[src/rtl/pic_phase_gen.sv]
// Instruction-cycle phase generator: divides clk into PHASES one-hot strobes plus clk_out.
// Define PIC_PHASE_GEN_PWRT_EN to insert the power-up timer between supply-valid and RUN.
module pic_phase_gen #(
    parameter int PHASES      = 4,
    parameter int DIV         = 1,
    parameter int VDD_W       = 4,
    parameter int VDD_MIN     = 2,
    parameter int VDD_MAX     = 6,
    parameter int PWRT_CYCLES = 8,
    parameter int CNT_W       = 16
) (
    input  logic              clk,
    input  logic              rst,
    input  logic [VDD_W-1:0]  vdd,
    input  logic [VDD_W-1:0]  vss,
    input  logic              mclr,
    input  logic              stall,
    output logic [PHASES-1:0] q,
    output logic              clk_out,
    output logic              cyc_start,
    output logic              power_good,
    output logic [CNT_W-1:0]  cycle_count
);

    localparam int PH_W = $clog2(PHASES);
    localparam int DV_W = (DIV > 1) ? $clog2(DIV) : 1;
    localparam logic [PH_W-1:0] PH_LAST = PH_W'(PHASES - 1);
    localparam logic [PH_W-1:0] PH_HALF = PH_W'(PHASES / 2);
    localparam logic [DV_W-1:0] DV_LAST = DV_W'(DIV - 1);

    typedef enum logic [1:0] {
        S_OFF,
        S_PWRT,
        S_RUN,
        S_HALT
    } state_t;

    state_t            state, state_n;
    logic [PH_W-1:0]   ph, ph_n;
    logic [DV_W-1:0]   dv, dv_n;
    logic [PHASES-1:0] q_n;
    logic              clk_out_n;
    logic              cyc_n;
    logic              pg_n;
    logic [CNT_W-1:0]  count_n;
    logic              supply_ok;

`ifdef PIC_PHASE_GEN_PWRT_EN
    localparam int PW_W = (PWRT_CYCLES > 1) ? $clog2(PWRT_CYCLES) : 1;
    localparam logic [PW_W-1:0] PWRT_LAST = PW_W'(PWRT_CYCLES - 1);
    logic [PW_W-1:0] pwrt_cnt, pwrt_n;
`endif

    assign supply_ok = (vdd >= VDD_W'(VDD_MIN)) && (vdd <= VDD_W'(VDD_MAX)) && (vss == '0);

    always_ff @(posedge clk) begin
        if (rst) begin
            state       <= S_OFF;
            ph          <= '0;
            dv          <= '0;
            q           <= '0;
            clk_out     <= 1'b0;
            cyc_start   <= 1'b0;
            power_good  <= 1'b0;
            cycle_count <= '0;
`ifdef PIC_PHASE_GEN_PWRT_EN
            pwrt_cnt    <= '0;
`endif
        end else begin
            state       <= state_n;
            ph          <= ph_n;
            dv          <= dv_n;
            q           <= q_n;
            clk_out     <= clk_out_n;
            cyc_start   <= cyc_n;
            power_good  <= pg_n;
            cycle_count <= count_n;
`ifdef PIC_PHASE_GEN_PWRT_EN
            pwrt_cnt    <= pwrt_n;
`endif
        end
    end

    // Outputs are computed one edge ahead so every output is a plain register.
    always_comb begin
        state_n   = state;
        ph_n      = ph;
        dv_n      = dv;
        q_n       = '0;
        clk_out_n = 1'b0;
        cyc_n     = 1'b0;
        pg_n      = power_good;
        count_n   = cycle_count;
`ifdef PIC_PHASE_GEN_PWRT_EN
        pwrt_n    = pwrt_cnt;
`endif
        if (!supply_ok) begin
            state_n = S_OFF;
            ph_n    = '0;
            dv_n    = '0;
            pg_n    = 1'b0;
            count_n = '0;
`ifdef PIC_PHASE_GEN_PWRT_EN
            pwrt_n  = '0;
`endif
        end else begin
            case (state)
                S_OFF: begin
`ifdef PIC_PHASE_GEN_PWRT_EN
                    state_n = S_PWRT;
                    pwrt_n  = '0;
                    pg_n    = 1'b0;
`else
                    state_n = S_RUN;
                    pg_n    = 1'b1;
`endif
                end
                S_PWRT: begin
`ifdef PIC_PHASE_GEN_PWRT_EN
                    if (pwrt_cnt == PWRT_LAST) begin
                        state_n = S_RUN;
                        pwrt_n  = '0;
                        pg_n    = 1'b1;
                    end else begin
                        pwrt_n  = pwrt_cnt + 1'b1;
                    end
`else
                    state_n = S_OFF;
                    pg_n    = 1'b0;
`endif
                end
                default: begin
                    // RUN and HALT share one path: HALT is only ever entered at ph == dv == 0.
                    pg_n = 1'b1;
                    if (!mclr) begin
                        state_n = S_RUN;
                        ph_n    = '0;
                        dv_n    = '0;
                        count_n = '0;
                    end else if (ph == '0 && dv == '0 && stall) begin
                        state_n = S_HALT;
                    end else begin
                        state_n   = S_RUN;
                        q_n       = {{(PHASES-1){1'b0}}, 1'b1} << ph;
                        clk_out_n = (ph >= PH_HALF);
                        cyc_n     = (ph == '0) && (dv == '0);
                        if (cyc_n) begin
                            count_n = cycle_count + CNT_W'(1);
                        end
                        if (dv == DV_LAST) begin
                            dv_n = '0;
                            ph_n = (ph == PH_LAST) ? '0 : ph + 1'b1;
                        end else begin
                            dv_n = dv + 1'b1;
                        end
                    end
                end
            endcase
        end
    end

endmodule

[config.mk]
export PLATFORM = sky130hd
export DESIGN_NAME = pic_phase_gen
export DESIGN_NICKNAME = d
export VERILOG_FILES = /design/src/rtl/pic_phase_gen.sv
export SDC_FILE = /design/constraint.sdc
export NUM_CORES = 1
export LEC_CHECK = 0
export ABC_AREA = 1
export BUFFER_PORTS_ARGS = -buffer_cell sky130_fd_sc_hd__buf_2
export CORE_MARGIN = 3
export CORE_UTILIZATION = 55
export DETAILED_ROUTE_END_ITERATION = 12
export GPL_TIMING_DRIVEN = 0
export HOLD_SLACK_MARGIN = 0.03
export PLACE_DENSITY = 0.83
export SLEW_MARGIN = 20
export SYNTH_ARGS = -nofsm -noshare
export SYNTH_HDL_FRONTEND = slang
export SYNTH_SLANG_ARGS = --single-unit
export TNS_END_PERCENT = 10
[constraint.sdc]
create_clock -name clk -period 2.3 [get_ports clk]
set_input_delay 0.23 -clock clk [delete_from_list [all_inputs] [get_ports clk]]
set_output_delay 0.23 -clock clk [all_outputs]
set_load 0.005 [all_outputs]
# [After elaboration in Yosys (flattened, before gate mapping)]
# Cells that the tools add are included.
[word_totals] ff_bits=28 latch_bits=0 ram_bits=0 rom_bits=0 inputBits=12 n_memories=0
[op_classes] n_addsub=3 mul=0 div_mod_pow=0 n_lt_le_gt_ge=3 n_eq_ne=5 shift=1 n_mux=14 bitwise_logic=4 reduce_logical=13
[ops] operator="16-bit 2-to-1 mux" count=3
[ops] operator="16-bit by 1-bit adder with 16-bit output (second input constant)" count=1
[ops] operator="2-bit 2-to-1 mux" count=4
[ops] operator="1-bit 2-to-1 mux" count=6
[ops] operator="3-bit AND reduction" count=2
[ops] operator="6-bit OR reduction" count=1
[ops] operator="4-bit by 2-bit greater-or-equal comparator with 1-bit output (second input constant)" count=1
[ops] operator="4-bit by 3-bit <= comparator with 1-bit output (second input constant)" count=1
[ops] operator="1-bit logical AND" count=4
[ops] operator="2-bit zero test" count=2
[ops] operator="4-bit zero test" count=1
[ops] operator="2-bit inequality test (second input constant)" count=2
[ops] operator="1-bit NOT" count=4
[ops] operator="2-bit one-hot mux with 2 select lines" count=1
[ops] operator="2-bit OR reduction" count=2
[ops] operator="1-bit by 2-bit left shift with 4-bit output (first input constant)" count=1
[ops] operator="2-bit by 1-bit adder with 2-bit output (second input constant)" count=1
[ops] operator="2-bit by 1-bit == test with 1-bit output (second input constant)" count=1
[ops] operator="2-bit == test (second input constant)" count=1
[ops] operator="2-bit greater-or-equal comparator (second input constant)" count=1
[ops] operator="2-bit by 1-bit inequality test with 1-bit output (second input constant)" count=1
[ops] operator="2-bit AND reduction" count=1
[ops] operator="1-bit adder (second input constant)" count=1

# [Logic depth before layout (Yosys ltp)]
[logic_depth] word_depth=6 mapped_depth=10 ltp_nobuf=10

# [Least setup slack after synthesis]
# OpenSTA, ideal clock, no wires.
[synth_path] path_kind="register to register" startpoint="register ph[0]" endpoint="register cycle_count[9]" arrival_time_ps=1337 setup_slack_ps=853 path_stages_with_launch=9 path_buffers=0 period_less_slack_ps=1447 path_cell_list="dfxtp_1 -> inv_1 -> ha_1 -> nand3_2 -> nand3_4 -> nor2_8 -> nand3b_1 -> nand2_1 -> nor2_2"
[synth_via] elab_chain_cells=5
[synth_rtl] element="start, declared" line="39" rtl="logic [PH_W-1:0] ph, ph_n;"
[synth_rtl] element="start signal, assigned" line="71" rtl="ph <= ph_n;"
[synth_rtl] element="2-bit zero test *" line="140, 146"
[synth_rtl] element="1-bit logical AND *" line="140, 146"
[synth_rtl] element="1-bit logical AND" line="140" rtl="end else if (ph == '0 && dv == '0 && stall) begin"
[synth_rtl] element="2-bit inequality test (no source line)"
[synth_rtl] element="3-bit AND reduction (no source line) *"
[synth_rtl] element="end signal, assigned" line="77" rtl="cycle_count <= count_n;"
[synth_rtl] element="end, declared" line="22" rtl="output logic [CNT_W-1:0] cycle_count"
# Mark *: on every way between the ends. The rest lies on a longest branch, timed or not.
# A chain may end at the register's enable or synchronous reset.

# [Worst setup path after layout]
[layout_path] startpoint="register ph[0]" endpoint="register cycle_count[11]"
# Same word-level chain as after synthesis.

==> summary.txt <==
Logic synthesis
  – Synth Area in XOR/XNOR: 0%
  – Ranking of synthesized cells by area: dfxtp_1 40%, nand2_1 8.6%, nor2_1 8.0%
  – Main combinational cell family by area after synthesis: simple AND/OR/NAND/NOR gates
  – Synthesized instance count: 177
  – Synth Net Count: 193
  – Mapped Avg Cell Area: 7.44 um^2
  – Mux share of post-synthesis cell area: 0%
  – Synth Cell Area: 1320 um^2
  – Main synth FF type: dfxtp_1
  – Simple-Gate Fraction of Synth Area: 39.5%
  – Yosys warning total: 0
  – Asr flop ratio synth: 0%
  – Seq/Total Area, Yosys: 39.5%
  – Top cell type's share of synthesized area: about two fifths
  – Adder-cell area share of the yosys netlist: under 10%
  – Flip-flop and latch count after synthesis: 26
  – Synth unique cells: 31
  – Area leader, netlist: dfxtp_1
  – Synth Area in Compound Gates: under 10%
  – Number of synthesized flops with an enable pin: 0

Clocking
  – Post CTS Setup Buffer Count: 0
  – Clk slew on worst S/H paths: 0.14 ns
  – H-tree depth: 1
  – CTS tree: built
  – CTS resizes: 0
  – Clock sink count: 26
  – Worst-Skew Late Latency: 0.33 ns
  – CTS Buf Count: 3
  – Root buffer selected by CTS: clkbuf_4
  – Hold Buf Count CTS: 0
  – Clk buf depth: 2

Worst setup path
  – Crit Path Class: reg2reg
  – Setup crit start kind: flop
  – Critical Path RT: between 2 and 3 ns
  – Setup crit end kind: flop
  – WP data arrival: about 1.9 ns
  – Worst setup startpoint: ph[0]
  – Launch point of the worst reg-to-reg path: ph[0]
  – CP Max Fanout: 8

Power
  – Pwr/cell area: 504 nW/um^2
  – Leakage: 0.711 nW
  – Total power: around 800 uW
  – Worst vdd ir: between 0.4 and 0.5 mV

Final layout
  – Commonest non-fill, non-tap cell in the layout: buf_2
  – Diode count: 0
  – Post-Route Utilization: a little over two thirds
  – Fin cells: 243
  – Design area: about 1600 um^2
  – Layout area overhead: 19.6%
  – Most frequent cells in the layout: 34 x buf_2, 30 x nand2_1, 28 x nor2_1
  – Nets: approximately 230
  – Share of cells above drive strength 1: 29.3%

Floorplanning
  – Die Y: between 50 and 60 um
  – DIE AREA: ~3000 um^2
  – Die span in x: 54.9 um
  – # rows: 17
  – Core ar.: about 2200 um^2
  – Io pins: 35
  – Initial core utilization: between 50% and 60%

Placement
  – Dpl hpwl: 2020 um
  – RD Place Congestion: around 0.74
  – Setup slack after placement: ~0.7 ns
  – Port Buffers: 34
  – Placed cell area: roughly 1500 um^2
  – Placed cell count: between 200 and 250

Global routing
  – M3 GR Usage: 2.41%
  – GRT Max-Usage Layer: met2
  – Met1 Resource Use GR: 22.7%
  – Total GRT Usage: 20.0%
  – GR met2 Demand/Resource: between 30 and 40%
  – GRT Residual Overflow: 0
  – Largest net degree at the start of global routing: 16
  – First-pass GRT wire length: ~4400 um
  – Vias in the first global route: approximately 1100
  – Initial antenna violation count: 0

Drt
  – Vias: around 1200
  – Vias per Instance: 5.05
  – Routed Antenna Nets: 0
  – DR pass1 iterations: 6
  – Initial DRC count: 25
  – DRC violations left: 0
  – WL final: about 2600 um
  – Routed wire per std cell: ~11 um

STA
  – Fmax: 0.609 GHz
  – Worst Slack Setup Final: about 0.66 ns
  – Slew @ Worst Pin: 0.277 ns
  – Final Cycle Share: 71.4%
  – Hold Slack: 0.200 ns
  – Final Hold Vio Count: 0
  – Final setup vio count: 0
  – Pins Over Slew Limit: 0
  – Period minus WS final: roughly 1.6 ns
  – Setup TNS: 0 ns
  – Relative slew margins: 81.5%
  – RSZ-0062 raised after global routing: no
  – Clk_skew: roughly 0.0023 ns

Hold path
  – Hold path start: stall
  – HP Class: in2reg

Run
  – Max-cap viol count: 0

Outcome
  – Status: completed
## worst max-delay path, stage by stage, from the launching register on
cell	delay (ns)
dfxtp_1	0.43
inv_1	0.12
ha_1	0.25
nand3_2	0.13
nand3_4	0.18
nor2_8	0.21
nand3_1	0.09
nand2_1	0.07
inv_1	0.04
nor2_2	0.06
## kinds of logic (layout without fill, tap and decap cells)
family                   after synthesis  in the layout
adder cells (fa/ha/maj)                4              4
AO/OA/AOI/OAI                         21             21
buffers and inverters                 25             63
flip-flops                            26             26
AND/OR/NAND/NOR                      101            101
## path summary, 6_finish.rpt
check	endpoint	depth (start not counted)	slack, ns
setup / recovery	cycle_count[11]	9	0.66
setup reg to reg	cycle_count[11]	9	0.66
hold / removal	state[0]	3	0.20
hold reg to reg	power_good	1	0.42
## cell type report
class	instances	area [um^2]
multi-input combinational	126	692
fill	184	659
sequential	26	520
timing repair buffer	34	170
inverter	24	92.6
tap	28	35.0
clock inverter	1	30.0
clock buffer	3	22.5
buffer	1	11.3
## registers in the layout, indices dropped and copies added, names as in the netlist
name / cells
ph: 2
clk_out: 1
cycle_count: 16
power_good: 1
state: 1
cyc_start: 1
q: 4
## report_power, final
group          switching [mW]  leakage, nW  internal, mW  total (mW)
logic                  0.0168        0.474        0.0124      0.0292
registers            0.000275        0.209         0.451       0.451
clock network           0.137       0.0279         0.176       0.314
## synthesized netlist by cell type, types with 2 or more instances
library cell,n
nor2_1,28
nor2_2,7
inv_2,2
nand2_1,30
o21ai_0,2
o21ai_1,4
nand4_1,3
ha_1,4
a21oi_1,9
nor3_1,4
dfxtp_1,26
nand3_1,14
nor2_4,3
nand2_2,4
inv_1,20
a31oi_1,2
## layer usage
layer | up-vias | wire length [um]
met2 | 33 | 1300
li1 | 647 | -
met5 | - | 0
met1 | 542 | 1080
met3 | 5 | 129
met4 | 0 | 57
Power figures use the tool's default switching activity.
